File: config.mk
export PLATFORM = sky130hd
export DESIGN_NAME = spi_tx_feeder_flat
export DESIGN_NICKNAME = d
export VERILOG_FILES = /design/src/rtl/spi_tx_feeder_if.sv /design/src/rtl/spi_tx_feeder.sv /design/src/flat_wrapper.sv
export SDC_FILE = /design/constraint.sdc
export NUM_CORES = 1
export LEC_CHECK = 0
export BUFFER_PORTS_ARGS = -buffer_cell sky130_fd_sc_hd__buf_4
export CAP_MARGIN = 30
export CELL_PAD_IN_SITES_DETAIL_PLACEMENT = 1
export CELL_PAD_IN_SITES_GLOBAL_PLACEMENT = 2
export CORE_MARGIN = 10
export CORE_UTILIZATION = 48
export CTS_CLUSTER_DIAMETER = 120
export DETAILED_ROUTE_END_ITERATION = 16
export GPL_TIMING_DRIVEN = 0
export PLACE_DENSITY = 0.84
export RECOVER_POWER = 50
export SYNTH_ARGS = -nofsm -noshare
export SYNTH_HDL_FRONTEND = slang
export SYNTH_SLANG_ARGS = --single-unit
File: constraint.sdc
create_clock -name clk -period 4.8 [get_ports clk]
set_input_delay 0.72 -clock clk [delete_from_list [all_inputs] [get_ports clk]]
set_output_delay 0.72 -clock clk [all_outputs]
set_load 0.005 [all_outputs]
File: src/rtl/spi_tx_feeder_if.sv
// Producer write channel plus the feeder-to-SPI-master request channel.
// The slave modport is the feeder's view; master is the producer/SPI side.
interface spi_tx_feeder_if #(
   parameter int WIDTH = 12
);
   logic             wr_valid;
   logic [WIDTH-1:0] wr_data;
   logic             wr_ready;
   logic             flush;
   logic             cs_in;
   logic             newd;
   logic [WIDTH-1:0] din;

   modport slave  (input  wr_valid, wr_data, flush, cs_in,
                   output wr_ready, newd, din);
   modport master (output wr_valid, wr_data, flush, cs_in,
                   input  wr_ready, newd, din);
endinterface

File: src/rtl/spi_tx_feeder.sv
// FIFO-backed word feeder for the SPI master: pops one word per frame and
// paces requests off the master's chip select with a fixed inter-frame gap.
module spi_tx_feeder #(
   parameter int WIDTH      = 12,
   parameter int DEPTH      = 8,
   parameter int GAP_CYCLES = 4
) (
   input  logic                  clk,
   input  logic                  rst,
   spi_tx_feeder_if.slave        bus,
   output logic                  busy,
   output logic [$clog2(DEPTH):0] level,
   output logic                  word_done
);
   localparam int AW    = $clog2(DEPTH);
   localparam int GW    = (GAP_CYCLES > 1) ? $clog2(GAP_CYCLES) : 1;
   localparam int GLAST = (GAP_CYCLES > 0) ? GAP_CYCLES - 1 : 0;

   localparam logic [1:0] IDLE  = 2'd0;
   localparam logic [1:0] REQ   = 2'd1;
   localparam logic [1:0] FRAME = 2'd2;
   localparam logic [1:0] GAP   = 2'd3;

   logic [WIDTH-1:0] mem [DEPTH];
   logic [AW:0]      wptr, rptr;
   logic             full, empty, wr_en, pop;
   logic [1:0]       state;
   logic [GW-1:0]    gcnt;
   logic             cs_q;

   assign empty        = (wptr == rptr);
   assign full         = (wptr[AW] != rptr[AW]) && (wptr[AW-1:0] == rptr[AW-1:0]);
   assign bus.wr_ready = !full && !bus.flush;
   assign wr_en        = bus.wr_valid && bus.wr_ready;
   // A flush in IDLE wins over a pop so the cleared FIFO never leaks a word.
   assign pop          = (state == IDLE) && !empty && !bus.flush;
   assign level        = wptr - rptr;
   assign busy         = (state != IDLE);

   always_ff @(posedge clk) begin
      if (wr_en) mem[wptr[AW-1:0]] <= bus.wr_data;
   end

   always_ff @(posedge clk or negedge rst) begin
      if (!rst) begin
         wptr <= '0;
         rptr <= '0;
      end else if (bus.flush) begin
         wptr <= '0;
         rptr <= '0;
      end else begin
         if (wr_en) wptr <= wptr + 1'b1;
         if (pop)   rptr <= rptr + 1'b1;
      end
   end

   always_ff @(posedge clk or negedge rst) begin
      if (!rst) begin
         state     <= IDLE;
         cs_q      <= 1'b1;
         bus.newd  <= 1'b0;
         bus.din   <= '0;
         word_done <= 1'b0;
         gcnt      <= '0;
      end else begin
         cs_q      <= bus.cs_in;
         word_done <= 1'b0;
         case (state)
            IDLE: if (pop) begin
               bus.din  <= mem[rptr[AW-1:0]];
               bus.newd <= 1'b1;
               state    <= REQ;
            end
            REQ: if (!cs_q) begin
               bus.newd <= 1'b0;
               state    <= FRAME;
            end
            FRAME: if (cs_q) begin
               word_done <= 1'b1;
               gcnt      <= '0;
               state     <= (GAP_CYCLES == 0) ? IDLE : GAP;
            end
            GAP: begin
               if (gcnt == GW'(GLAST)) state <= IDLE;
               else                    gcnt  <= gcnt + 1'b1;
            end
            default: state <= IDLE;
         endcase
      end
   end
endmodule

File: src/flat_wrapper.sv
// flat-port wrapper written by rule: the top's interface ports become plain ports
module spi_tx_feeder_flat 
#(
   parameter int WIDTH      = 12,
   parameter int DEPTH      = 8,
   parameter int GAP_CYCLES = 4
)
  (clk, rst, busy, level, word_done, bus_wr_valid, bus_wr_data, bus_flush, bus_cs_in, bus_wr_ready, bus_newd, bus_din);
  spi_tx_feeder_if #(.WIDTH(WIDTH)) bus_i ();
  input  logic clk;
  input  logic rst;
  output logic busy;
  output logic [$clog2(DEPTH):0] level;
  output logic word_done;
  input wire logic [$bits(bus_i.wr_valid)-1:0] bus_wr_valid;
  input wire logic [$bits(bus_i.wr_data)-1:0] bus_wr_data;
  input wire logic [$bits(bus_i.flush)-1:0] bus_flush;
  input wire logic [$bits(bus_i.cs_in)-1:0] bus_cs_in;
  output wire logic [$bits(bus_i.wr_ready)-1:0] bus_wr_ready;
  output wire logic [$bits(bus_i.newd)-1:0] bus_newd;
  output wire logic [$bits(bus_i.din)-1:0] bus_din;
  assign bus_i.wr_valid = bus_wr_valid;
  assign bus_i.wr_data = bus_wr_data;
  assign bus_i.flush = bus_flush;
  assign bus_i.cs_in = bus_cs_in;
  assign bus_wr_ready = bus_i.wr_ready;
  assign bus_newd = bus_i.newd;
  assign bus_din = bus_i.din;
  spi_tx_feeder #(.WIDTH(WIDTH), .DEPTH(DEPTH), .GAP_CYCLES(GAP_CYCLES)) u_core (.clk(clk), .rst(rst), .bus(bus_i), .busy(busy), .level(level), .word_done(word_done));
endmodule
==> impl_metrics.toml <==
[min_path]
holdPathStages = 1
hp-start = "bus_cs_in"
min_delay_worst_endpoint = "u_core.cs_q"
hold_class = "in -> reg"

[grt]
overflow = 0
grt_pass1_wl_um = 17900
grt_pass1_vias = 2981
antenna_found_initial = 0
grt_usage_pct = 16.4
grt_start_max_net_pins = 28

[floorplanning]
die_h_um = 122
row_count = 37
core-area_um2 = 10200
pin_count = 37
start_util_pct = 49.0
die_area_um2 = 14900
die_w_um = 122

[layout]
layout_commonest_cell = "edfxtp_1"
layoutNonFillerInstCount = 489
layout_common_cells = "edfxtp_1 (96), dfrtp_1 (26), mux4_2 (24)"
antenna_cells = 0
seq_area_um2 = 3560
fillers = 918
multiInputGateArea_um2 = 1380
final_net_count = 369
syn_to_final_growth_pct = 21.5
drive_above_1_share_pct = 29.2

[logic_synthesis]
synth-seq-cells = 123
syn_inst = 278
synth_flop_cell = "edfxtp_1"
synth_top_area_share_pct = 57.5
yosysTopAreaCell = "edfxtp_1"
synth-edff-count = 96
synth_area_um2 = 5010
yosysWarnings = 0
synth_nets = 307
yosysSeqAreaShare_pct = 71.0
synth.avg_cell_area_um2 = 18.0
synth_area_leaders = "edfxtp_1 (57%), dfrtp_1 (13%), mux4_2 (11%), mux2i_1 (3.0%), ha_1 (2.7%)"
ys_async_sr_fraction_pct = 22.0
synth_cell_types = 39

[sta]
setup_viol = 0
relSlewSlack_pct = -11.2
rsz0062_at_grt = "false"
post-route-period-util_pct = 69.3
worstMarginPinSlew_ns = 1.67
totalNegativeSetupSlack_ns = 0
post-route-min-period_ns = 3.33
drv_slew = 28
hold_viol = 0
clock.fmax_mhz = 301
clock_skew_ns = 0.00753

[routing]
first_pass_iters = 4
wirelength_um = 11600
ant_nets = 0
drc_errors = 0
avgViaCountPerCell = 5.46
wl_per_cell_um = 23.7
drtIter0Drc = 121
vias = 2672

[power]
peakVddDrop_mv = 0.302
static-leakage-power_nw = 2.29
p_per_area_nw_per_um2 = 521

[setup_path]
arrival_ns = 2.61
rr_worst_depth = 9
rr_endpoint = "u_core.mem[3][0]"
r2r_setup_slack_ns = 1.52
critPathMaxFanout = 10
worstSetupStartpointType = "flip-flop"
critical_path_class = "reg -> out"
critPathRequiredTime_ns = 4.08
crit_path_end_kind = "output port"
reg2reg_from = "u_core.rptr[1]"

[clock_network]
cts.clk_slew.worst_paths_ns = 0.06
cts.sinks = 123
cts.path.max_buffers = 2
cts_tree = "built"
clockRootBuffer = "clkbuf_8"
clkLatencyLatePin_ns = 0.52
cts-resized-gates = 0
post_cts_buffers = 0
cts_made_buffers = 17
cts_hold_buf = 0
ctsHtreeMaxLevel = 4

[place]
port_buffers = 35
gp_congestion = 0.783
place_inst = 457
dp_hpwl_um = 7650

[run_status]
outcome = "complete, but fails checks"
violations = "max-capacitance violations, max-slew violations"

[flow_run]
drv_cap = 1
-- worst max-delay path, stage by stage, from the launching register on --
cell and delay (ns):
dfrtp_1 0.40, buf_2 0.27, buf_2 0.35, inv_1 0.09, ha_1 0.34, a21o_1 0.17
a21oi_1 0.17, xnor2_1 0.16, buf_4 0.15
-- report_power, final --
group	switching, mW	internal (mW)	total, mW
logic	0.321	0.312	0.633
registers	0.0618	1.24	1.30
clock network	0.494	0.748	1.24
total	0.877	2.30	3.17
-- cells in the mapped netlist, types with 4 or more instances --
cell type,n
xnor2_1,5
mux2i_1,15
o211ai_1,4
o21ai_0,13
xor2_1,4
inv_1,12
nor3_1,7
dfrtp_1,26
buf_2,4
nand2_1,12
ha_1,11
edfxtp_1,96
nor2_1,11
mux4_2,24
-- per-layer routing --
metal / GRT usage (%) / wire length [µm] / vias up
met4: 6.04 / 136 / 0
met5: 0 / 0 / -
li1: - / - / 1206
met3: 4.02 / 475 / 12
met2: 27.8 / 5990 / 65
met1: 20.1 / 4960 / 1389
-- worst max path at each step --
| stage | slack [ns] | cells after the start | endpoint | from |
|---|---|---|---|---|
| global route | 1.29 | 8 | level[3] | u_core.rptr[1] |
| global placement | 0.70 | 8 | u_core.mem[6][0] | u_core.rptr[1] |
| detailed placement | 1.50 | 9 | u_core.mem[1][0] | u_core.rptr[1] |
| floorplan | 1.92 | 8 | u_core.mem[0][0] | u_core.rptr[1] |
| finish | 1.47 | 8 | level[3] | u_core.rptr[1] |
| CTS | 1.41 | 8 | level[3] | u_core.rptr[1] |
-- registers in the layout, summed over array words and instances (netlist names) --
signal / count
u_core.gcnt: 2
u_core.wptr: 4
u_core.word_done: 1
u_core.bus.newd: 1
u_core.mem: 96
u_core.cs_q: 1
u_core.state: 2
u_core.bus.din: 12
u_core.rptr: 4
-- kinds of logic after synthesis --
kind of cell,Yosys count,share of synthesized area [%]
AND/OR/NAND/NOR,38,3.47
buffers and inverters,23,2.20
flip-flops,123,71.0
adder cells (fa/ha/maj),12,3.14
multiplexers,41,14.2
AO/OA/AOI/OAI,31,4.07
XOR/XNOR,10,1.90
-- area by class of cell --
class,count,area share (%)
buffer,10,1.01
clock buffer,17,6.80
clock inverter,15,2.69
inverter,13,0.801
multi-input combinational,132,22.6
sequential,123,58.5
tap,136,2.79
timing repair buffer,43,4.81
-- per-stage QoR --
step	instance area, µm²	hold WS [ns]	power [mW]	setup slack [ns]	util (%)
2_1_floorplan	5010	0.424	1.70	1.92	-
3_3_place_gp	5450	0.471	1.93	0.698	53.2
3_5_place_dp	5570	0.482	1.97	1.50	54.5
4_1_cts	6150	0.128	3.23	1.41	60.1
5_1_grt	6090	0.298	3.32	1.29	59.5
6_report	6090	0.319	3.17	1.47	59.5
Power figures use the tool's default switching activity.
